### src/rtl/addsub_pkg.sv
// Shared definitions for the add/sub pipeline: mode encodings, FSM state type
// and saturation bounds. Optional clamping is selected by ADDSUB_PIPE_SAT_EN.
package addsub_pkg;

    // Operation encodings on i_mode
    localparam logic [1:0] ModeSub    = 2'b00;
    localparam logic [1:0] ModeAdd    = 2'b01;
    localparam logic [1:0] ModeAccAdd = 2'b10;
    localparam logic [1:0] ModeAccSub = 2'b11;

    // Accumulation FSM
    typedef logic [0:0] state_t;
    localparam state_t StIdle  = 1'b0;
    localparam state_t StAccum = 1'b1;

    // Largest representable signed value at width w
    function automatic int sat_max(input int w);
        return (1 <<< (w - 1)) - 1;
    endfunction

    // Smallest representable signed value at width w
    function automatic int sat_min(input int w);
        return -(1 <<< (w - 1));
    endfunction

endpackage

### src/rtl/addsub_lane.sv
// One lane of the add/sub pipeline: acc + a +/- b at WIDTH+2 bits, overflow
// detection, and wrap or clamp (clamp when ADDSUB_PIPE_SAT_EN is defined).
module addsub_lane
    import addsub_pkg::*;
#(
    parameter int unsigned WIDTH = 16
) (
    input  logic [WIDTH-1:0] acc,
    input  logic [WIDTH-1:0] a,
    input  logic [WIDTH-1:0] b,
    input  logic             use_acc,
    input  logic             sub,
    output logic [WIDTH-1:0] res,
    output logic             ovf
);

    localparam int unsigned EW = WIDTH + 2;
    localparam logic signed [EW-1:0] MaxV = EW'(sat_max(WIDTH));
    localparam logic signed [EW-1:0] MinV = EW'(sat_min(WIDTH));

    logic signed [EW-1:0] ext_acc;
    logic signed [EW-1:0] ext_a;
    logic signed [EW-1:0] ext_b;
    logic signed [EW-1:0] sum;

    // Exact three-operand sum and out-of-range detection
    always_comb begin
        ext_acc = use_acc ? {{2{acc[WIDTH-1]}}, acc} : '0;
        ext_a   = {{2{a[WIDTH-1]}}, a};
        ext_b   = {{2{b[WIDTH-1]}}, b};
        sum     = sub ? (ext_acc + ext_a - ext_b) : (ext_acc + ext_a + ext_b);
        ovf     = (sum > MaxV) || (sum < MinV);
    end

    // Final lane value: clamp toward the overflow direction or wrap
    always_comb begin
`ifdef ADDSUB_PIPE_SAT_EN
        if (ovf) begin
            res = sum[EW-1] ? MinV[WIDTH-1:0] : MaxV[WIDTH-1:0];
        end else begin
            res = sum[WIDTH-1:0];
        end
`else
        res = sum[WIDTH-1:0];
`endif
    end

endmodule

### src/rtl/addsub_pipe.sv
// Multi-lane signed add/sub with optional accumulation sequences and a single
// registered output stage with valid/ready handshakes on both sides.
// Macro ADDSUB_PIPE_SAT_EN selects saturating arithmetic inside each lane.
module addsub_pipe
    import addsub_pkg::*;
#(
    parameter int unsigned WIDTH = 16,
    parameter int unsigned LANES = 4
) (
    input  logic                   clk,
    input  logic                   rst_n,
    input  logic                   i_valid,
    output logic                   o_ready,
    input  logic [LANES*WIDTH-1:0] i_a,
    input  logic [LANES*WIDTH-1:0] i_b,
    input  logic [1:0]             i_mode,
    input  logic                   i_last,
    output logic                   o_valid,
    input  logic                   i_ready,
    output logic [LANES*WIDTH-1:0] o,
    output logic [LANES-1:0]       o_ovf
);

    state_t                 state_q;
    logic [LANES*WIDTH-1:0] acc_q;
    logic [LANES-1:0]       sticky_q;
    logic [LANES*WIDTH-1:0] o_q;
    logic [LANES-1:0]       ovf_q;
    logic                   valid_q;

    logic                   accept;
    logic                   is_acc;
    logic                   sub;
    logic                   use_acc;
    logic [LANES*WIDTH-1:0] lane_res;
    logic [LANES-1:0]       lane_ovf;

    // Handshake and mode decode; only one output register, so ready depends on it alone
    always_comb begin
        o_ready = !valid_q || i_ready;
        accept  = i_valid && o_ready;
        is_acc  = (i_mode == ModeAccAdd) || (i_mode == ModeAccSub);
        sub     = (i_mode == ModeSub) || (i_mode == ModeAccSub);
        use_acc = is_acc && (state_q == StAccum);
    end

    for (genvar k = 0; k < LANES; k++) begin : g_lane
        addsub_lane #(
            .WIDTH (WIDTH)
        ) u_lane (
            .acc     (acc_q[k*WIDTH +: WIDTH]),
            .a       (i_a[k*WIDTH +: WIDTH]),
            .b       (i_b[k*WIDTH +: WIDTH]),
            .use_acc (use_acc),
            .sub     (sub),
            .res     (lane_res[k*WIDTH +: WIDTH]),
            .ovf     (lane_ovf[k])
        );
    end

    // Output register, accumulator and FSM update
    always_ff @(posedge clk or negedge rst_n) begin
        if (!rst_n) begin
            state_q  <= StIdle;
            acc_q    <= '0;
            sticky_q <= '0;
            o_q      <= '0;
            ovf_q    <= '0;
            valid_q  <= 1'b0;
        end else begin
            if (valid_q && i_ready) begin
                valid_q <= 1'b0;
            end
            if (accept) begin
                if (!is_acc) begin
                    // Plain beat: acc and state untouched even mid-sequence
                    o_q     <= lane_res;
                    ovf_q   <= lane_ovf;
                    valid_q <= 1'b1;
                end else if (i_last) begin
                    o_q      <= lane_res;
                    ovf_q    <= lane_ovf | (use_acc ? sticky_q : '0);
                    valid_q  <= 1'b1;
                    acc_q    <= '0;
                    sticky_q <= '0;
                    state_q  <= StIdle;
                end else begin
                    acc_q    <= lane_res;
                    sticky_q <= lane_ovf | (use_acc ? sticky_q : '0);
                    state_q  <= StAccum;
                end
            end
        end
    end

    assign o_valid = valid_q;
    assign o       = o_q;
    assign o_ovf   = ovf_q;

endmodule

### config.mk
export PLATFORM = sky130hd
export DESIGN_NAME = addsub_pipe
export DESIGN_NICKNAME = d
export VERILOG_FILES = /design/src/rtl/addsub_pkg.sv /design/src/rtl/addsub_lane.sv /design/src/rtl/addsub_pipe.sv
export SDC_FILE = /design/constraint.sdc
export NUM_CORES = 1
export LEC_CHECK = 0
export CORE_MARGIN = 1.5
export CORE_UTILIZATION = 60
export DETAILED_ROUTE_END_ITERATION = 6
export PLACE_DENSITY = 0.95
export SLEW_MARGIN = 20
export SYNTH_ARGS = -nofsm -noshare
export SYNTH_HDL_FRONTEND = slang
export SYNTH_SLANG_ARGS = --single-unit
### constraint.sdc
create_clock -name clk -period 10.2 [get_ports clk]
set_input_delay 2.04 -clock clk [delete_from_list [all_inputs] [get_ports clk]]
set_output_delay 2.04 -clock clk [all_outputs]
set_load 0.01 [all_outputs]
Word level (Yosys, flattened, before mapping)
Cells that the tools add are included.
{ "word_totals": {"n_memories": 0, "regBits": 138, "wordCells": 64, "rom_bits": 0, "ramBits": 0, "latch_bits": 0} }
{ "classes": {"shift": 0, "mux": 20, "reduce_logical": 14, "bitwise": 1, "addsub": 12, "n_eq_ne": 3, "div_mod_pow": 0, "order_cmp": 8, "multipliers": 0} }
{ "ops": {"columns": ["operator", "count"], "rows": [
  ["$mux 64", 3],
  ["$add 18x16->18", 8],
  ["$mux 18", 8],
  ["$gt 18x16->1 const B", 4],
  ["$lt 18x16->1 const B", 4],
  ["$sub 18x16->18", 4],
  ["$mux 4", 4],
  ["$logic_or 1x1->1", 7],
  ["$mux 1", 5],
  ["$eq 2x2->1 const B", 2],
  ["$or 4x4->4", 1],
  ["$reduce_and 2->1", 2],
  ["$logic_and 1x1->1", 3],
  ["$logic_not 2->1", 1],
  ["$ne 2x2->1 const B", 1],
  ["$logic_not 1->1", 1]
]} }

Depth between registers and ports, before layout
{ "logic_depth": {"depth_word": 12, "ltp_mapped": 29} }

Hierarchy
A second synthesis with hierarchy kept.
{ "unflattened": {"hier_cells": 1510, "hier_area_um2": 14064.7} }
{ "modules_own_cells": {"columns": ["mod", "cells_each", "seq_area_each_um2", "area_per_inst_um2", "n_inst"], "rows": [
  ["addsub_pipe", 382, 3453.3, 5838.1, 1],
  ["addsub_lane (g_lane[1].u_lane ...)", 287, 0.0, 2067.0, 2],
  ["addsub_lane (g_lane[3].u_lane)", 285, 0.0, 2110.8, 1],
  ["addsub_lane (g_lane[0].u_lane)", 269, 0.0, 1981.9, 1]
]} }

Worst setup path after synthesis
Ideal clock, no wire load.
{ "synth_timing": {"path_kind": "input -> register", "start": "input port i_mode[0]", "end": "register ovf_q[0], in the netlist o_ovf[0]", "slack_ns": 3.059, "required_time_ns": 10.072, "arrival_time_ns": 7.013, "path_stages": 26, "setup_time_ns": 0.128, "path_cell_list": "inv_1 ha_1 nor2_1 nor2b_1 clkbuf_1 clkbuf_1 and2_1 fa_1 a21o_1 a21oi_1 o21bai_1 a21oi_1 o21bai_1 a211o_1 a2111oi_0 nor2_1 xor2_1 ha_1 a21o_1 o21ai_0 nand2b_1 o41ai_1 xor2_1 or2_2 mux2i_1 a21oi_1"} }
{ "synth_via": {"elab_chain_cells": 12} }
{ "synth_rtl": {"columns": ["item", "line", "source"], "rows": [
  ["start, declared", "addsub_pipe.sv:16", "input logic [1:0] i_mode,"],
  ["$eq 2x2->1 (on tied branches)", "addsub_pipe.sv:42, addsub_pipe.sv:43", null],
  ["$logic_or 1x1->1", "addsub_pipe.sv:42", "is_acc = (i_mode == ModeAccAdd) || (i_mode == ModeAccSub);"],
  ["$logic_and 1x1->1", "addsub_pipe.sv:44", "use_acc = is_acc && (state_q == StAccum);"],
  ["$mux 18", "addsub_lane.sv:28", "ext_acc = use_acc ? {{2{acc[WIDTH-1]}}, acc} : '0;"],
  ["$add 18x16->18", "addsub_lane.sv:31", "sum = sub ? (ext_acc + ext_a - ext_b) : (ext_acc + ext_a + ext_b);"],
  ["$add 18x16->18 / $sub 18x16->18 (equally long branches)", "addsub_lane.sv:31", null],
  ["$mux 18", "addsub_lane.sv:31", null],
  ["$gt 18x16->1 / $lt 18x16->1 (equally long branches)", "addsub_lane.sv:32", "ovf = (sum > MaxV) || (sum < MinV);"],
  ["$logic_or 1x1->1", "addsub_lane.sv:32", null],
  ["$or 4x4->4", "addsub_pipe.sv:82", "ovf_q <= lane_ovf | (use_acc ? sticky_q : '0);"],
  ["$mux 4", "addsub_pipe.sv:80", "end else if (i_last) begin"],
  ["$mux 4", "addsub_pipe.sv:75", "if (!is_acc) begin"],
  ["end signal, assigned", "addsub_pipe.sv:78", "ovf_q <= lane_ovf;"],
  ["end signal, assigned", "addsub_pipe.sv:82", null],
  ["end, declared", "addsub_pipe.sv:28", "logic [LANES-1:0] ovf_q;"]
]} }
Parallel ways exist; a longest one is shown, timed or not. The select of a mux whose other input is x is not followed.
A chain may end at the register's enable or synchronous reset.

Final worst setup path
{ "layout_timing": {"start": "input port i_mode[0]", "end": "register sticky_q[0]"} }
{ "layout_via": {"elab_chain_cells": 11} }
{ "layout_rtl": {"columns": ["item", "line", "source"], "rows": [
  ["$eq 2x2->1 (on tied branches)", "addsub_pipe.sv:42, addsub_pipe.sv:43", null],
  ["$logic_or 1x1->1", "addsub_pipe.sv:42", null],
  ["$logic_and 1x1->1", "addsub_pipe.sv:44", null],
  ["$mux 18", "addsub_lane.sv:28", null],
  ["$add 18x16->18", "addsub_lane.sv:31", null],
  ["$add 18x16->18 / $sub 18x16->18 (equally long branches)", "addsub_lane.sv:31", null],
  ["$mux 18", "addsub_lane.sv:31", null],
  ["$gt 18x16->1 / $lt 18x16->1 (equally long branches)", "addsub_lane.sv:32", null],
  ["$logic_or 1x1->1", "addsub_lane.sv:32", null],
  ["$or 4x4->4", "addsub_pipe.sv:89", "sticky_q <= lane_ovf | (use_acc ? sticky_q : '0);"],
  ["$mux 4", "addsub_pipe.sv:80", null],
  ["end signal, assigned", "addsub_pipe.sv:89", null],
  ["end, declared", "addsub_pipe.sv:26", "logic [LANES-1:0] sticky_q;"]
]} }
Parallel ways exist; a longest one is shown, timed or not.

==> metrics.md <==
| Metric | Value |
|---|---|
| CTS tree | built |
| Synth unique cells | 76 |
| Clock Latency Late Sink | 0.43 ns |
| Syn Nets | 1847 |
| Final instance count without filler cells | 2037 |
| Drt via density | 6.18 |
| Top Ports | 205 |
| Total gr overflow | 0 |
| Syn_area_per_cell | 8.24 um2 |
| Netlist Area Pre-Place | 0.0129 mm2 |
| Sw Share | 40.2% |
| Postcts setup bufs | 0 |
| Critical path arrival | 8.39 ns |
| Vias | 12600 |
| Initial antenna violation count | 0 |
| H-tree depth | 4 |
| Kind of critical path | in2reg |
| Clk buf depth | 2 |
| Placer congestion estimate | 0.947 |
| Crit path max fanout | 37 |
| DR WL/cell | 18.2 um |
| Part of the Yosys area used for sequential elements | 26.8% |
| Final setup fails | 0 |
| Final hold vios | 0 |
| Root buf cell | clkbuf_16 |
| First-pass GRT wire length | 59800 um |
| P_leak | 0.00732 uW |
| Setup Skew | 0.0167 ns |
| Die area | 0.0224 mm2 |
| Number of CTS-inserted buffers | 17 |
| Initial Utilization | 61.2% |
| GRT Total Usage | 33.4% |
| Cell count after synthesis | 1566 |
| Part of the power in registers | 26.6% |
| # clock sinks | 138 |
| I/O Buffers | 204 |
| RSZ-0062 raised after global routing | no |
| Post-synth EDFFs | 0 |
| HPWL Detailed | 27400 um |
| Register bit total from synthesis | 138 |
| Yosys warnings | 0 |
| Core area | 0.0211 mm2 |
| DR iter-0 viols | 816 |
| Chip height | 150 um |
| R2R cell count | 23 |
| Final Core Density | 74.9% |
| Chip width | 150 um |
| Area growth, synth to finish | 22.4% |
| First-pass iteration count of the detailed router | 5 |
| Minimum clock period | 8.11 ns |
| Run status | finished clean |
| Worst Hold Class | reg2reg |
| Worst Path Required | 10.48 ns |
| Worst Tran Pin Value | 0.919 ns |
| Maximum VDD drop | 116 uV |
| Fin area | 0.0158 mm2 |
| Ant diodes | 0 |
| Largest net degree at the start of global routing | 72 |
| P_int | 2010 uW |
| Commonest non-fill, non-tap cell in the layout | nand2_1 |
| Cts hold-fix bufs | 0 |
| Final Cycle Share | 79.6% |
| Resize count post-CTS | 0 |
| Critical Path Sink Type | register |
| Row count | 53 |
| Max Cap Viol | 0 |
| Switch Pwr | 1360 uW |
| Layout cell share with drive strength beyond 1 | 4.31% |
| Post-synth ARST share | 100% |
| Final-report max-slew violation count | 0 |
| Most frequent cells in the layout | 235 x nand2_1, 203 x clkdlybuf4s50_1, 138 x dfrtp_1 |
| Placed insts | 2006 |
| ANT nets after route | 0 |
| Setup TNS | 0 ns |
| Vias in the first global route | 12400 |
| Logic pwr share | 54.5% |
| R2R Setup Slk | 4.12 ns |
| Nets@finish | 2031 |
| Drc violations | 0 |
| Worst slack, placed | 1.78 ns |
| Worst-path clk slew | 0.06 ns |
| Final worst setup slack | 2.09 ns |
| PD cells | 213 mW/mm2 |
| Max Clk Rate | 123 MHz |
| Area post-placement | 0.0152 mm2 |
| Top FF cell, synth | dfrtp_1 |
| Startpoint types | primary input |
| Routed WL | 37000 um |
| Clock power share | 18.9% |
| Worst Hold Depth | 2 |
| Worst-case headroom to the max-slew limit | 38.8% |
## synth_stat cells (10+ instances only)
master,instances,area (um2)
o21bai_1,14,105
a31oi_1,17,106
o211ai_1,10,75.1
inv_1,53,199
nand2b_1,22,138
clkbuf_1,40,150
o21ai_0,67,335
a22o_1,55,482
o21ai_1,14,70.1
or2_2,10,62.6
nand2_1,235,882
xnor2_1,128,1120
ha_1,138,1730
nor2b_1,22,138
a21o_1,43,323
xor2_1,31,272
a211oi_1,16,120
o21a_1,12,90.1
nor2_1,115,432
a21oi_1,122,611
dfrtp_1,138,3450
mux2i_1,10,100
nor3_1,35,175
and2_1,66,413
nand3_1,20,100
## cells by family after synthesis
kind of cell / Yosys count / share of synthesized area [%]
DFF: 138 / 26.8
adders and majority gates: 146 / 14.6
and+or+nand+nor: 579 / 21.0
buffers and inverters: 100 / 2.91
muxes: 16 / 1.30
xor gates and xnor gates: 161 / 11.1
AOI/OAI and AO/OA: 426 / 22.3
## worst max-delay path, cell delays in order
cell and delay (ns):
clkdlybuf4s50_1 0.48, inv_1 0.05, ha_2 0.17, nor2_1 0.31, nor2b_4 0.26, and2_1 0.24, ha_1 0.22, fa_1 0.40
a21o_1 0.17, a21oi_1 0.24, o21bai_1 0.09, a21oi_1 0.23, o21bai_1 0.14, a211o_1 0.35, a2111oi_0 0.61, nor2_1 0.14
xor2_1 0.17, ha_1 0.37, a21o_1 0.22, o21ai_0 0.23, nand2b_1 0.16, o41ai_1 0.36, xor2_1 0.14, or2_2 0.29
mux2i_1 0.20, o21ai_1 0.09
## area by class of cell
cell class	count	area, um2
flip-flops and latches	138	3450
well taps	275	344
multi-input cells	1328	9090
fillers	1508	5300
repair buffers	212	2100
clock buffers	21	480
clock inverters	10	116
inverters	53	199
## layer usage
| metal | wire length (um) | part of all wire, % | up-vias | GRT usage (%) |
|---|---|---|---|---|
| li1 | - | - | 5939 | - |
| met5 | 0 | 0 | - | 0 |
| met1 | 15600 | 42 | 5973 | 42.6 |
| met4 | 1220 | 3.3 | 0 | 14.2 |
| met2 | 17600 | 47 | 562 | 55.4 |
| met3 | 2680 | 7.2 | 105 | 6.37 |
## state kept, by name (all words and copies together) (netlist names)
signal    count
o_ovf         4
sticky_q      4
o_valid       1
state_q       1
acc_q        64
o            64
## path summary, 6_finish.rpt
path / startpoint / end
max in group asynchronous: rst_n / acc_q[41]$_DFFE_PN0P_
hold / removal: o[9]$_DFFE_PN0P_ / o[9]$_DFFE_PN0P_
setup / recovery: i_mode[0] / sticky_q[0]$_DFFE_PN0P_
setup reg to reg: state_q$_DFFE_PN0P_ / sticky_q[3]$_DFFE_PN0P_
hold reg to reg: o[9]$_DFFE_PN0P_ / o[9]$_DFFE_PN0P_
min in group asynchronous: rst_n / acc_q[61]$_DFFE_PN0P_
## per-stage QoR
step | total power, uW | hold slack, ns
finish | 3370 | 0.473
global route | 3590 | 0.486
CTS | 3350 | 0.477
detailed placement | 2690 | 0.461
global placement | 2620 | 0.454
floorplan | 2060 | 0.439
## power by group through the flow
stage,Clock [uW],Sequential [uW],Combinational [uW]
floorplan,0,927,1130
global placement,0,889,1730
detailed placement,0,896,1790
CTS,642,894,1820
global route,664,918,2000
finish,638,895,1840
Power figures use the tool's default switching activity.
